**config.mk**
```make
export PLATFORM = sky130hd
export DESIGN_NAME = mask_frame_stats
export DESIGN_NICKNAME = d
export VERILOG_FILES = /design/src/rtl/mask_frame_stats.sv
export SDC_FILE = /design/constraint.sdc
export NUM_CORES = 1
export LEC_CHECK = 0
export CAP_MARGIN = 15
export CORE_MARGIN = 2
export CORE_UTILIZATION = 40
export CTS_CLUSTER_DIAMETER = 80
export DETAILED_ROUTE_END_ITERATION = 10
export PLACE_DENSITY = 0.73
export SYNTH_ARGS = -nofsm -noshare
export SYNTH_HDL_FRONTEND = slang
export SYNTH_SLANG_ARGS = --single-unit
```
**constraint.sdc**
```tcl
create_clock -name clk -period 4.4 [get_ports clk]
set_input_delay 0.44 -clock clk [delete_from_list [all_inputs] [get_ports clk]]
set_output_delay 0.44 -clock clk [all_outputs]
set_load 0.05 [all_outputs]
```
**src/rtl/mask_frame_stats.sv**
```systemverilog
// mask_frame_stats
//   Per-frame masked-pixel statistics and fish-passage tracker. Counts the
//   masked pixels of each frame and publishes the count at frame end. With
//   MASK_BBOX_EN defined it also publishes the bounding box of those pixels.
//   A hysteresis FSM turns the per-frame counts into present/absent status
//   and a passage count.
//
//   Optional feature macro: MASK_BBOX_EN (bounding-box tracking). When it is
//   undefined, no bbox registers exist and bbox_* are tied to 0.
//
// Ports
//   clk, rst_n            pixel clock, async active-low reset
//   pix_en, mask          pixel qualifier and mask bit
//   tv_x, tv_y            raster coordinates of the pixel
//   frame_end             one-cycle pulse that closes the current frame
//   thr_on, thr_off       enter (>=) and exit (<) count thresholds
//   min_frames            consecutive frames to confirm a transition (0 acts as 1)
//   pix_count, bbox_*     statistics of the last closed frame
//   bbox_valid            last closed frame had at least one masked pixel
//   stats_valid           one-cycle pulse when the statistics update
//   present, fish_count   object status and passages since reset
module mask_frame_stats #(
  parameter int CNT_W  = 20,
  parameter int FISH_W = 16
) (
  input  logic              clk,
  input  logic              rst_n,
  input  logic              pix_en,
  input  logic              mask,
  input  logic [9:0]        tv_x,
  input  logic [9:0]        tv_y,
  input  logic              frame_end,
  input  logic [CNT_W-1:0]  thr_on,
  input  logic [CNT_W-1:0]  thr_off,
  input  logic [3:0]        min_frames,
  output logic [CNT_W-1:0]  pix_count,
  output logic [9:0]        bbox_x0,
  output logic [9:0]        bbox_x1,
  output logic [9:0]        bbox_y0,
  output logic [9:0]        bbox_y1,
  output logic              bbox_valid,
  output logic              stats_valid,
  output logic              present,
  output logic [FISH_W-1:0] fish_count
);

  typedef enum logic [1:0] {S_IDLE, S_ENTER, S_PRESENT, S_EXIT} state_e;

  logic hit;
  assign hit = pix_en & mask;

  // Count including this cycle's pixel, so a pixel coincident with
  // frame_end lands in the closing frame.
  logic [CNT_W-1:0] acc_cnt_q, cnt_d;
  assign cnt_d = (hit && (acc_cnt_q != '1)) ? acc_cnt_q + 1'b1 : acc_cnt_q;

  logic [CNT_W-1:0] pix_count_q;
  logic             bbox_valid_q, stats_valid_q;

  always_ff @(posedge clk or negedge rst_n) begin
    if (!rst_n) begin
      acc_cnt_q     <= '0;
      pix_count_q   <= '0;
      bbox_valid_q  <= 1'b0;
      stats_valid_q <= 1'b0;
    end else begin
      stats_valid_q <= frame_end;
      if (frame_end) begin
        acc_cnt_q    <= '0;
        pix_count_q  <= cnt_d;
        bbox_valid_q <= (cnt_d != '0);
      end else begin
        acc_cnt_q <= cnt_d;
      end
    end
  end

  assign pix_count   = pix_count_q;
  assign bbox_valid  = bbox_valid_q;
  assign stats_valid = stats_valid_q;

`ifdef MASK_BBOX_EN
  logic [9:0] acc_x0_q, acc_x1_q, acc_y0_q, acc_y1_q;
  logic [9:0] x0_d, x1_d, y0_d, y1_d;
  logic [9:0] bbox_x0_q, bbox_x1_q, bbox_y0_q, bbox_y1_q;

  assign x0_d = (hit && tv_x < acc_x0_q) ? tv_x : acc_x0_q;
  assign x1_d = (hit && tv_x > acc_x1_q) ? tv_x : acc_x1_q;
  assign y0_d = (hit && tv_y < acc_y0_q) ? tv_y : acc_y0_q;
  assign y1_d = (hit && tv_y > acc_y1_q) ? tv_y : acc_y1_q;

  always_ff @(posedge clk or negedge rst_n) begin
    if (!rst_n) begin
      acc_x0_q  <= 10'd1023;
      acc_y0_q  <= 10'd1023;
      acc_x1_q  <= '0;
      acc_y1_q  <= '0;
      bbox_x0_q <= '0;
      bbox_x1_q <= '0;
      bbox_y0_q <= '0;
      bbox_y1_q <= '0;
    end else if (frame_end) begin
      acc_x0_q <= 10'd1023;
      acc_y0_q <= 10'd1023;
      acc_x1_q <= '0;
      acc_y1_q <= '0;
      // Empty frame: the accumulators hold their empty sentinels, report 0.
      if (cnt_d != '0) begin
        bbox_x0_q <= x0_d;
        bbox_x1_q <= x1_d;
        bbox_y0_q <= y0_d;
        bbox_y1_q <= y1_d;
      end else begin
        bbox_x0_q <= '0;
        bbox_x1_q <= '0;
        bbox_y0_q <= '0;
        bbox_y1_q <= '0;
      end
    end else begin
      acc_x0_q <= x0_d;
      acc_x1_q <= x1_d;
      acc_y0_q <= y0_d;
      acc_y1_q <= y1_d;
    end
  end

  assign bbox_x0 = bbox_x0_q;
  assign bbox_x1 = bbox_x1_q;
  assign bbox_y0 = bbox_y0_q;
  assign bbox_y1 = bbox_y1_q;
`else
  assign bbox_x0 = '0;
  assign bbox_x1 = '0;
  assign bbox_y0 = '0;
  assign bbox_y1 = '0;
`endif

  // Hysteresis FSM, stepped once per frame close.
  state_e            state_q, state_d;
  logic [3:0]        q_q, q_d, q_inc, mf;
  logic [FISH_W-1:0] fish_q, fish_d;
  logic              hi, lo;

  assign mf    = (min_frames == 4'd0) ? 4'd1 : min_frames;
  assign q_inc = q_q + 4'd1;
  assign hi    = (cnt_d >= thr_on);
  assign lo    = (cnt_d < thr_off);

  always_comb begin
    state_d = state_q;
    q_d     = q_q;
    fish_d  = fish_q;
    if (frame_end) begin
      unique case (state_q)
        S_IDLE: begin
          q_d = '0;
          if (hi) begin
            if (mf == 4'd1) state_d = S_PRESENT;
            else begin
              state_d = S_ENTER;
              q_d     = 4'd1;
            end
          end
        end
        S_ENTER: begin
          if (!hi) begin
            state_d = S_IDLE;
            q_d     = '0;
          end else if (q_inc >= mf) begin
            // >= so a min_frames reduced mid-run still terminates.
            state_d = S_PRESENT;
            q_d     = '0;
          end else begin
            q_d = q_inc;
          end
        end
        S_PRESENT: begin
          q_d = '0;
          if (lo) begin
            if (mf == 4'd1) begin
              state_d = S_IDLE;
              fish_d  = fish_q + 1'b1;
            end else begin
              state_d = S_EXIT;
              q_d     = 4'd1;
            end
          end
        end
        S_EXIT: begin
          if (!lo) begin
            state_d = S_PRESENT;
            q_d     = '0;
          end else if (q_inc >= mf) begin
            state_d = S_IDLE;
            q_d     = '0;
            fish_d  = fish_q + 1'b1;
          end else begin
            q_d = q_inc;
          end
        end
        default: begin
          state_d = S_IDLE;
          q_d     = '0;
        end
      endcase
    end
  end

  always_ff @(posedge clk or negedge rst_n) begin
    if (!rst_n) begin
      state_q <= S_IDLE;
      q_q     <= '0;
      fish_q  <= '0;
    end else begin
      state_q <= state_d;
      q_q     <= q_d;
      fish_q  <= fish_d;
    end
  end

  assign present    = (state_q == S_PRESENT) || (state_q == S_EXIT);
  assign fish_count = fish_q;

endmodule
```
==> results_dict.tcl <==
set metrics [dict create \
    tightest_slew_ns 0.8072 \
    yosys_warnings 0 \
    path_common_cell "ha_1" \
    vias 3857 \
    tns_ns 0 \
    die_x_um 111.1 \
    clock-sinks 64 \
    hold_viol 0 \
    ir_worst_vdd_v 0.0002029 \
    dr.pass1.iters 4 \
    status "completed" \
    ios 148 \
    diodes 0 \
    cts_tree "yes" \
    antenna_found_initial 0 \
    yosysSeqAreaShare 0.3489 \
    grt_pass1_vias 3876 \
    cts_max_level 3 \
    wl_per_cell_um 14.31 \
    cts_buffer_depth 2 \
    grt_max_degree 74 \
    drc 0 \
    gr-total-overflow 0 \
    avgSynthCellArea_um2 9.108 \
    cts-root-buf "clkbuf_16" \
    final_area_um2 5917 \
    syn-cell-area_um2 4591 \
    die_area_um2 12350 \
    path_max_fanout 6 \
    clock_latency_ns 0.33 \
    numPortBuffers 87 \
    place_area_um2 5603 \
    critPathLaunch "acc_cnt_q[1]$_DFF_PN0_" \
    slew_violations 0 \
    synthToLayoutAreaGrowth_pct 28.89 \
    crit_buf_inv 1 \
    place_congestion 0.8700 \
    fin_skew_ns 0.007956 \
    multi_input_area_um2 2519 \
    grt_pass1_wl_mm 18.15 \
    synth_cells 504 \
    reg2reg_from "acc_cnt_q[1]$_DFF_PN0_" \
    cp-start-kind "flop" \
    hold_path_class "in2async" \
    die_h_um 111.1 \
    synth_cell_types 62 \
    crit_chain "ha_1 > nand3_2 > or2_1 > o21ai_1 > nor2_1 > xnor2_1 > inv_1 > ha_1 > and3_1 > a221o_1 > a221oi_1 > o211ai_1 > a32oi_1 > o21ai_0 > o2bb2ai_1" \
    rsz0062_at_grt "no" \
    drt_iter0_drc 142 \
    cts_hold_buf 0 \
    power_leakage_uw 0.003112 \
    arrival_ns 4.25 \
    post_cts_resized 0 \
    drive_gt1_frac 0.1032 \
    start_util 0.4055 \
    numCtsBuffers 9 \
    period_minus_slack_ns 4.041 \
    clkTransAtPathRegs_ns 0.06 \
    track_usage 0.1799 \
    relSlewSlack 0.4619 \
    nets 730 \
    powerDensity_nw_per_um2 279.5 \
    cp-end-kind "flop" \
    cts_setup_buffers 0 \
    drt-total-wl_mm 10.92 \
    drtAntennaViolNets 0 \
    final-seq-area_um2 1602 \
    fillers 1053 \
    rows 39 \
    cp_slowest_cell "dfrtp_1" \
    max_freq_mhz 247.5 \
    crit_type "reg2reg" \
    synth-seq-cells 64 \
    maxCapViolCount 0 \
    async_reset_ff_frac 1.000 \
    vias_per_cell 5.055 \
    setup_viol 0 \
    min_period_over_period 0.9184 \
    hpwl_mm 8.428 \
    core_area_um2 11320 \
    synth_flop_cell "dfrtp_1" \
    crit_family "compound AO/OA/AOI/OAI gates" \
    synth_edf_count 0 \
    required_ns 4.60 \
    max_stage_delay_ns 0.39 \
]
==> routing by layer <==
layer | wire, µm | GRT usage | vias up
met5 | 0 | 0 | -
met4 | 340 | 0.06831 | 0
met3 | 697 | 0.04319 | 27
met2 | 5093 | 0.2900 | 148
met1 | 4785 | 0.2352 | 1802
li1 | - | - | 1880
==> cells in the mapped netlist, types with 2 or more instances <==
cell,n,area share
nand4_2,3,0.0082
o21ai_0,5,0.0055
nor4_1,6,0.0082
nor3_1,6,0.0065
nand4b_1,2,0.0038
a211o_1,2,0.0038
xnor2_1,24,0.046
nand3_2,7,0.015
buf_4,40,0.065
a211oi_1,3,0.0049
and3_1,12,0.016
and2_1,3,0.0041
nor2_1,46,0.038
o21a_1,2,0.0033
o211ai_1,4,0.0065
mux2_2,3,0.0074
o22ai_1,4,0.0055
nand2_1,18,0.015
a21o_1,11,0.018
nand2b_1,4,0.0055
xor2_1,10,0.019
clkbuf_1,9,0.0074
or2_2,2,0.0027
inv_1,66,0.054
mux2i_1,2,0.0044
nand3_1,15,0.016
dfrtp_1,64,0.35
nor2b_1,4,0.0055
and4_1,5,0.0095
nand4_1,14,0.019
a21oi_1,32,0.035
ha_1,46,0.13
==> sequential cells by signal (all words and copies together), names as in the netlist <==
signal,cells
pix_count,20
bbox_valid,1
q_q,4
state_q,2
stats_valid,1
fish_count,16
acc_cnt_q,20
==> power breakdown <==
group	switching, µW	internal [µW]
Sequential	8.91	604
Combinational	198	90.9
Clock	256	496
Total	463	1190
==> cells by family after synthesis <==
| logic type | synth area share |
|---|---|
| simple gates | 0.2001 |
| buf+inv | 0.1344 |
| compound gates | 0.1139 |
| flops | 0.3489 |
| fa+ha+maj | 0.1254 |
| xor+xnor | 0.06487 |
| mux | 0.01172 |
| other cells | 0.0008169 |
==> worst paths after layout <==
path	cells after the start	end	slack (ns)
max	15	q_q[2]$_DFFE_PN0P_	0.36
min	2	fish_count[14]$_DFFE_PN0P_	0.29
max reg2reg	15	q_q[2]$_DFFE_PN0P_	0.36
min reg2reg	1	fish_count[15]$_DFFE_PN0P_	0.48
max in group asynchronous	2	acc_cnt_q[2]$_DFF_PN0_	3.58
min in group clk	1	fish_count[15]$_DFFE_PN0P_	0.48
==> metrics by stage <==
| step | hold slack, ns | total power, µW | utilization | setup slack [ns] | cells |
|---|---|---|---|---|---|
| floorplan | 0.1444 | 836.3 | - | 0.9659 | 543 |
| global placement | 0.4670 | 907.7 | 0.4949 | 0.3343 | 747 |
| detailed placement | 0.4621 | 912.6 | 0.4949 | 0.2828 | 747 |
| CTS | 0.3271 | 1665 | 0.5227 | 0.4612 | 763 |
| global route | 0.3788 | 1712 | 0.5227 | 0.1194 | 763 |
| finish | 0.2938 | 1654 | 0.5227 | 0.3592 | 763 |
==> area by class of cell <==
type	instances	share of cell area
clock buffers	11	0.03933
clock inverters	5	0.01374
inverters	66	0.04187
multi-input cells	361	0.4257
flip-flops and latches	64	0.2707
well taps	143	0.03024
repair buffers	113	0.1785
==> layout by cell type, fill, tap and decap left out, types with 2 or more instances in the layout <==
| cell type | n |
|---|---|
| a211o_1 | 2 |
| ha_1 | 46 |
| nand4_2 | 3 |
| a21o_1 | 11 |
| or2_2 | 2 |
| nor3_1 | 6 |
| nand3_2 | 7 |
| nand3_1 | 15 |
| clkbuf_16 | 9 |
| buf_4 | 26 |
| xnor2_1 | 24 |
| nor2b_1 | 4 |
| mux2i_1 | 2 |
| inv_1 | 66 |
| a211oi_1 | 3 |
| nand2b_1 | 4 |
| mux2_2 | 3 |
| clkdlybuf4s50_1 | 85 |
| a21oi_1 | 32 |
| bufinv_16 | 2 |
| o21a_1 | 2 |
| and4_1 | 5 |
| nor4_1 | 6 |
| nand4_1 | 14 |
| dfrtp_1 | 64 |
| o21ai_0 | 5 |
| xor2_1 | 10 |
| o211ai_1 | 4 |
| and2_1 | 3 |
| o22ai_1 | 4 |
| and3_1 | 12 |
| clkbuf_1 | 2 |
| conb_1 | 40 |
| nand2_1 | 18 |
| buf_2 | 2 |
| nor2_1 | 46 |
| nand4b_1 | 2 |
(Power assumes the default switching activity.)
